## config.mk

```make
export PLATFORM = sky130hd
export DESIGN_NAME = seg_scan_ctrl
export DESIGN_NICKNAME = d
export VERILOG_FILES = /design/src/rtl/seg_pkg.sv /design/src/rtl/seg_scan_ctrl_hex_seg.sv /design/src/rtl/seg_scan_ctrl.sv
export SDC_FILE = /design/constraint.sdc
export NUM_CORES = 1
export LEC_CHECK = 0
export BUFFER_PORTS_ARGS = -buffer_cell sky130_fd_sc_hd__buf_2
export CAP_MARGIN = 10
export CORE_MARGIN = 5
export CORE_UTILIZATION = 41
export CTS_CLUSTER_DIAMETER = 60
export DETAILED_ROUTE_END_ITERATION = 8
export PLACE_DENSITY = 0.7
export SETUP_SLACK_MARGIN = 0.2
export SLEW_MARGIN = 10
export SYNTH_ARGS = -nofsm -noshare
export SYNTH_HDL_FRONTEND = slang
export SYNTH_HIERARCHICAL = 1
export SYNTH_SLANG_ARGS = --single-unit
```

## constraint.sdc

```tcl
create_clock -name i_clk -period 2.4 [get_ports i_clk]
set_input_delay 0.36 -clock i_clk [delete_from_list [all_inputs] [get_ports i_clk]]
set_output_delay 0.36 -clock i_clk [all_outputs]
set_load 0.02 [all_outputs]
```

## src/rtl/seg_pkg.sv

```systemverilog
// Shared constants and types for the seven-segment scan controller.
// Segment patterns are active low, ordered {a,b,c,d,e,f,g,dp}.
package seg_pkg;

    localparam logic [7:0] SEG_BLANK  = 8'hFF;
    localparam int         NUM_DIGITS = 4;

    // Indexed by hex value; element 0 is the rightmost entry of the literal.
    localparam logic [15:0][7:0] HEX_SEG_TABLE = {
        8'h71, 8'h61, 8'h85, 8'h63, 8'hC1, 8'h11, 8'h09, 8'h01,
        8'h1F, 8'h41, 8'h49, 8'h99, 8'h0D, 8'h25, 8'h9F, 8'h03
    };

    typedef enum logic {
        SHOW_OP  = 1'b0,
        SHOW_RES = 1'b1
    } mode_t;

endpackage

```

## src/rtl/seg_scan_ctrl_hex_seg.sv

```systemverilog
// Combinational hex nibble to seven-segment decoder (active low, dp off).
module hex_seg
    import seg_pkg::*;
(
    input  logic [3:0] i_nibble,
    output logic [7:0] o_seg
);

    assign o_seg = HEX_SEG_TABLE[i_nibble];

endmodule

```

## src/rtl/seg_scan_ctrl.sv

```systemverilog
// Four-digit common-anode display scanner that shows either the op mnemonic
// or a held ALU result, switching the shown word only on frame boundaries.
module seg_scan_ctrl
    import seg_pkg::*;
#(
    parameter int REFRESH_DIV  = 100000,
    parameter int BLANK_CYCLES = 1000,
    parameter int HOLD_FRAMES  = 500
) (
    input  logic        i_clk,
    input  logic        i_rst_n,
    input  logic [2:0]  i_op,
    input  logic [31:0] i_op_word,
    input  logic [15:0] i_result,
    input  logic        i_result_valid,
    output logic [3:0]  o_an,
    output logic [7:0]  o_seg,
    output logic        o_showing_result
);

    localparam int CW = (REFRESH_DIV > 1) ? $clog2(REFRESH_DIV) : 1;
    localparam int HW = (HOLD_FRAMES > 1) ? $clog2(HOLD_FRAMES + 1) : 1;

    localparam logic [CW-1:0] CNT_MAX   = CW'(REFRESH_DIV - 1);
    localparam logic [CW-1:0] BLANK_LIM = CW'(BLANK_CYCLES);
    localparam logic [HW-1:0] HOLD_LAST = HW'(HOLD_FRAMES - 1);

    logic [CW-1:0] r_cnt;
    logic [1:0]    r_idx;
    mode_t         r_mode;
    logic [HW-1:0] r_hold;
    logic [15:0]   r_res;
    logic [31:0]   r_word;
    logic [2:0]    r_op_q;
    logic          r_first;
    logic [3:0]    r_an;
    logic [7:0]    r_seg;

    logic          w_wrap;
    logic          w_frame_end;
    logic          w_op_chg;
    mode_t         w_mode_next;
    logic [HW-1:0] w_hold_next;
    logic [15:0]   w_res_next;
    logic [31:0]   w_res_word;

    assign w_wrap      = (r_cnt == CNT_MAX);
    assign w_frame_end = w_wrap && (r_idx == 2'd3);
    assign w_op_chg    = (i_op != r_op_q);

    // Priority: op change, then a new result, then hold expiry at frame end.
    always_comb begin
        w_mode_next = r_mode;
        w_hold_next = r_hold;
        w_res_next  = r_res;
        if (w_op_chg) begin
            w_mode_next = SHOW_OP;
            w_hold_next = '0;
        end else if (i_result_valid) begin
            w_mode_next = SHOW_RES;
            w_hold_next = '0;
            w_res_next  = i_result;
        end else if ((r_mode == SHOW_RES) && w_frame_end) begin
            if (r_hold == HOLD_LAST) begin
                w_mode_next = SHOW_OP;
                w_hold_next = '0;
            end else begin
                w_hold_next = r_hold + 1'b1;
            end
        end
    end

    // Decode the post-update result so a result arriving on a frame end shows at once.
    for (genvar g = 0; g < NUM_DIGITS; g++) begin : g_hex
        hex_seg u_hex_seg (
            .i_nibble (w_res_next[4*g +: 4]),
            .o_seg    (w_res_word[8*g +: 8])
        );
    end

    always_ff @(posedge i_clk or negedge i_rst_n) begin
        if (!i_rst_n) begin
            r_cnt  <= '0;
            r_idx  <= '0;
            r_op_q <= '0;
        end else begin
            r_cnt  <= w_wrap ? '0 : r_cnt + 1'b1;
            r_op_q <= i_op;
            if (w_wrap) begin
                r_idx <= r_idx + 1'b1;
            end
        end
    end

    always_ff @(posedge i_clk or negedge i_rst_n) begin
        if (!i_rst_n) begin
            r_mode <= SHOW_OP;
            r_hold <= '0;
            r_res  <= '0;
        end else begin
            r_mode <= w_mode_next;
            r_hold <= w_hold_next;
            r_res  <= w_res_next;
        end
    end

    // The word only changes between frames so a frame is never torn.
    always_ff @(posedge i_clk or negedge i_rst_n) begin
        if (!i_rst_n) begin
            r_word  <= 32'hFFFF_FFFF;
            r_first <= 1'b1;
        end else begin
            r_first <= 1'b0;
            if (r_first || w_frame_end) begin
                r_word <= (w_mode_next == SHOW_OP) ? i_op_word : w_res_word;
            end
        end
    end

    always_ff @(posedge i_clk or negedge i_rst_n) begin
        if (!i_rst_n) begin
            r_an  <= 4'b1111;
            r_seg <= SEG_BLANK;
        end else if (r_cnt < BLANK_LIM) begin
            r_an  <= 4'b1111;
            r_seg <= SEG_BLANK;
        end else begin
            r_an  <= ~(4'b0001 << r_idx);
            r_seg <= r_word[{r_idx, 3'b000} +: 8];
        end
    end

    assign o_an             = r_an;
    assign o_seg            = r_seg;
    assign o_showing_result = (r_mode == SHOW_RES);

endmodule

```

==> run summary <==
Area growth from synthesis to layout - 36.68%
H-tree depth reported by CTS - 3
Number of different library cells in the post-synthesis netlist - 50
Insertion delay to the later sink of the worst-skew pair - 0.35 ns
Highest cell delay on the worst timing path - 0.40 ns
Final hold violation count - 0
Hold Crit Class - input port to async pin
Clock input transition at the sequential cells of the worst setup and hold paths - 0.07 ns
Total wirelength of the detailed-routed design - 15,370 um
Sort of element at the start of the critical path - register
Nature of the critical path endpoint - register
Antenna violation net count after detailed routing - 0
P_leak - 3.209 nW
Detailed-route DRC error count - 0
Count of synthesis-stage warnings from yosys - 6
Vias per Instance - 5.438
Number of enable-type register cells in the synthesized netlist - 0
Fraction of layout cells with a size suffix above 1 - 47.23%
Max VDD drop - 0.0005240 V
Required time of the critical path - 2.67 ns
Die boundary width - 124.6 um
Max_cap viols - 0
Routed via count - 4,573
Pin count of the biggest net entering global routing - 65
Post-Synthesis Cells - 542
Primary FF master, synth - sky130_fd_sc_hd__dfrtp_1
Reg-to-reg slack, setup - -0.11 ns
Routability cong. - 0.9130
Final period demand of the worst path - 2.510 ns
Post-placement cell count - 793
Overall die height - 124.6 um
Number of cells traversed by the worst register-to-register path - 12
Setup Viol. Count Final - 9
Antenna Diode Count - 0
Largest clock skew in the final design - 0.008951 ns
Sequence of cells on the critical path - xor2_2 -> nor3_2 -> nand2_4 -> buf_6 -> mux2_4 -> inv_4 -> ha_4 -> nand2_4 -> a21oi_2 -> a31oi_1 -> nand2_1 -> a31oi_1
Clock tree from TritonCTS - done
Std-Cell Rows - 41
Worst slew margin relative to its limit - 60.01%
Cell type of the slowest stage on the worst timing path - sky130_fd_sc_hd__dfrtp_1
Number of top-level pins - 67
Worst Max-Slew Pin Slew - 0.5999 ns
Total of hold buffers inserted after clock tree synthesis - 0
Wire length of the first global-routing pass - 23,380 um
Initial detailed-routing violation count - 362
Endpoint of the worst-slack reg-to-reg timing path - r_word[4]
PwrDens - 819.3 mW/mm^2
Placed wire-length estimate after detailed placement - 9576 um
Highest net fanout along the worst path - 6
Critical path launch point - r_op_q[1]
Asr flop ratio synth - 100.0%
Result of the run - complete, but fails checks
Placeable core region - 0.01272 sq mm
Final period utilization - 104.6%
Number of CTS-inserted buffers - 9
Avg WL per Cell - 18.27 um
Final hold slack - 0.02501 ns
Worst Setup Path Type - register to register
NumNets Final - 752
Violated checks - negative setup slack
Crit path DAT - 2.78 ns
Flops & latches, synth - 93
Unrepaired setup endpoints after global routing - yes
Total count of max-transition violations in the final report - 0
Initial antenna violation count - 0
Setup ws final - -0.1096 ns
Global-route total usage across every layer - 18.36%
Port bufs - 66
Non-filler cells, final - 841
Effective utilization at floorplan - 42.31%
Vias in the first global route - 4,795
Post-synthesis sequential area ratio - 44.28%
Maximum frequency from static timing analysis - 398.5 MHz
Die area - 0.01552 sq mm
Combined area of all synthesized cells - 0.005383 sq mm
R2R Path Start - r_op_q[1]
Number of optimization iterations in the first detailed-route pass - 5
Average instance area after synthesis - 9.931 sq um
Remaining Overflow, GRT - 0
Root buffer cell - sky130_fd_sc_hd__clkbuf_16
Worst setup path end - r_word[4]
CTS sink count - 93
Max Root-Sink Buffers - 2
Synthesized Nets - 630
[logic make-up after synthesis]
family / count (synthesis) / share of synthesized area [%]
AND/OR/NAND/NOR: 209 / 17.78
flip-flops: 93 / 44.28
AO/OA/AOI/OAI: 85 / 9.972
multiplexers: 50 / 12.25
buffers and inverters: 49 / 4.695
adder cells (fa/ha/maj): 34 / 7.903
XOR/XNOR: 17 / 2.766
other: 5 / 0.3487
[synth_stat cells (all sizes together), types with 2 or more instances]
cell type,instances,area share [%]
a21oi,15,1.6
o31ai,2,0.28
nand2,91,6.3
nand2b,8,0.93
o211ai,5,0.70
mux4,11,4.6
nor4,3,0.74
dfrtp,48,22
mux2,17,3.6
xor2,7,1.1
or4,3,0.42
nand3,10,0.93
o21ai,17,1.6
nor2b,2,0.23
ha,34,7.9
clkbuf,10,0.70
or2,9,1.0
o22ai,2,0.23
and4,3,0.49
dfstp,45,22
nor3,3,0.28
buf,22,2.8
nor2,60,4.2
a31oi,35,4.1
a32o,3,0.56
xnor2,10,1.6
inv,17,1.2
mux2i,22,4.1
or3,6,0.70
and3,5,0.58
conb,5,0.35
[flip-flops by register name (all words and copies together) (netlist names)]
signal	flops
o_an	4
o_seg	8
o_showing_result	1
r_cnt	17
r_first	1
r_hold	9
r_idx	2
r_op_q	3
r_res	16
r_word	32
[how the worst min path moves through the flow]
stage / start / end / slack [ns] / depth (start not counted)
final: i_rst_n / r_cnt[0] / 0.03 / 1
after global routing: i_rst_n / r_cnt[4] / 0.06 / 1
after CTS: i_rst_n / r_idx[1] / 0.03 / 1
after detailed placement: i_rst_n / r_cnt[0] / 0.40 / 1
after global placement: i_rst_n / r_cnt[1] / 0.40 / 1
after floorplan: i_rst_n / o_showing_result / 0.06 / 0
[area by class of cell]
| type | count | area [sq um] |
|---|---|---|
| multi-input combinational | 400 | 3228 |
| fill | 1063 | 5365 |
| clock buffer | 10 | 229.0 |
| inverter | 17 | 91.34 |
| sequential | 93 | 2384 |
| clock inverter | 6 | 46.29 |
| timing repair buffer | 143 | 1164 |
| tap | 172 | 215.2 |
[worst max-delay path: cells and delay by family (launching register included)]
| kind | cells | cell delay [ns] |
|---|---|---|
| AOI/OAI and AO/OA | 3 | 0.44 |
| xor gates and xnor gates | 1 | 0.16 |
| adders and majority gates | 1 | 0.20 |
| buffers and inverters | 2 | 0.26 |
| muxes | 1 | 0.35 |
| and+or+nand+nor | 4 | 0.58 |
| DFF | 1 | 0.40 |
[per-stage QoR]
stage / TNS [ns] / area (sq um) / worst slack [ns] / power (mW) / util [%]
2_1_floorplan: 0 / 5482 / 0.1412 / 3.111 / -
3_3_place_gp: -1.822 / 6232 / -0.1428 / 3.648 / 48.99
3_5_place_dp: -3.141 / 6232 / -0.2530 / 3.752 / 48.99
4_1_cts: -0.1210 / 7032 / -0.03201 / 5.647 / 55.27
5_1_grt: -3.039 / 7357 / -0.1989 / 6.319 / 57.83
6_report: -0.5519 / 7357 / -0.1096 / 6.028 / 57.83
[layer usage]
layer / part of all wire (%) / track usage [%] / up-vias
li1: - / - / 2103
met1: 40 / 22.08 / 2278
met2: 52 / 31.77 / 154
met3: 4.6 / 4.031 / 38
met4: 3.0 / 7.544 / 0
met5: 0 / 0 / -
[cell usage in the layout, fill, tap and decap left out, types with 4 or more instances in the layout]
| master | Yosys | layout |
|---|---|---|
| sky130_fd_sc_hd__or3_1 | 6 | 6 |
| sky130_fd_sc_hd__o21ai_0 | 9 | 6 |
| sky130_fd_sc_hd__nand2_1 | 91 | 83 |
| sky130_fd_sc_hd__o21ai_1 | 8 | 8 |
| sky130_fd_sc_hd__buf_4 | 4 | 43 |
| sky130_fd_sc_hd__mux2i_1 | 22 | 21 |
| sky130_fd_sc_hd__nand2b_4 | 0 | 4 |
| sky130_fd_sc_hd__inv_1 | 16 | 5 |
| sky130_fd_sc_hd__buf_6 | 5 | 24 |
| sky130_fd_sc_hd__xor2_1 | 7 | 5 |
| sky130_fd_sc_hd__a21oi_1 | 14 | 12 |
| sky130_fd_sc_hd__mux2_4 | 0 | 13 |
| sky130_fd_sc_hd__nand2_2 | 0 | 4 |
| sky130_fd_sc_hd__a31oi_1 | 35 | 33 |
| sky130_fd_sc_hd__conb_1 | 5 | 5 |
| sky130_fd_sc_hd__nand2b_1 | 8 | 4 |
| sky130_fd_sc_hd__mux4_2 | 11 | 11 |
| sky130_fd_sc_hd__clkbuf_16 | 0 | 11 |
| sky130_fd_sc_hd__xnor2_1 | 10 | 10 |
| sky130_fd_sc_hd__or2_2 | 9 | 8 |
| sky130_fd_sc_hd__mux2_2 | 17 | 4 |
| sky130_fd_sc_hd__dfstp_2 | 45 | 45 |
| sky130_fd_sc_hd__and3_1 | 5 | 5 |
| sky130_fd_sc_hd__nor2_1 | 60 | 56 |
| sky130_fd_sc_hd__dfrtp_1 | 48 | 48 |
| sky130_fd_sc_hd__inv_4 | 0 | 7 |
| sky130_fd_sc_hd__ha_4 | 0 | 20 |
| sky130_fd_sc_hd__ha_2 | 0 | 5 |
| sky130_fd_sc_hd__nand3_1 | 10 | 10 |
| sky130_fd_sc_hd__nand2_4 | 0 | 4 |
| sky130_fd_sc_hd__inv_6 | 0 | 4 |
| sky130_fd_sc_hd__ha_1 | 34 | 9 |
| sky130_fd_sc_hd__buf_12 | 0 | 7 |
| sky130_fd_sc_hd__o211ai_1 | 5 | 5 |
| sky130_fd_sc_hd__buf_2 | 13 | 65 |
[timing repair]
item | CTS | global route
gates cloned | 2 | 2
endpoints found under the setup margin | 32 | 34
setup buffers | 21 | 7
pin swaps | 34 | 32
resized for setup | 76 | 50
[power breakdown]
part           switching, mW  total [mW]  leakage (nW)  internal, mW
Clock                  0.645        1.36         0.135         0.714
Combinational           1.38        2.82          1.98          1.43
Sequential            0.0769        1.85          1.09          1.78
Total                   2.10        6.03          3.21          3.92
Note: power is estimated with default switching activity, not from simulation.
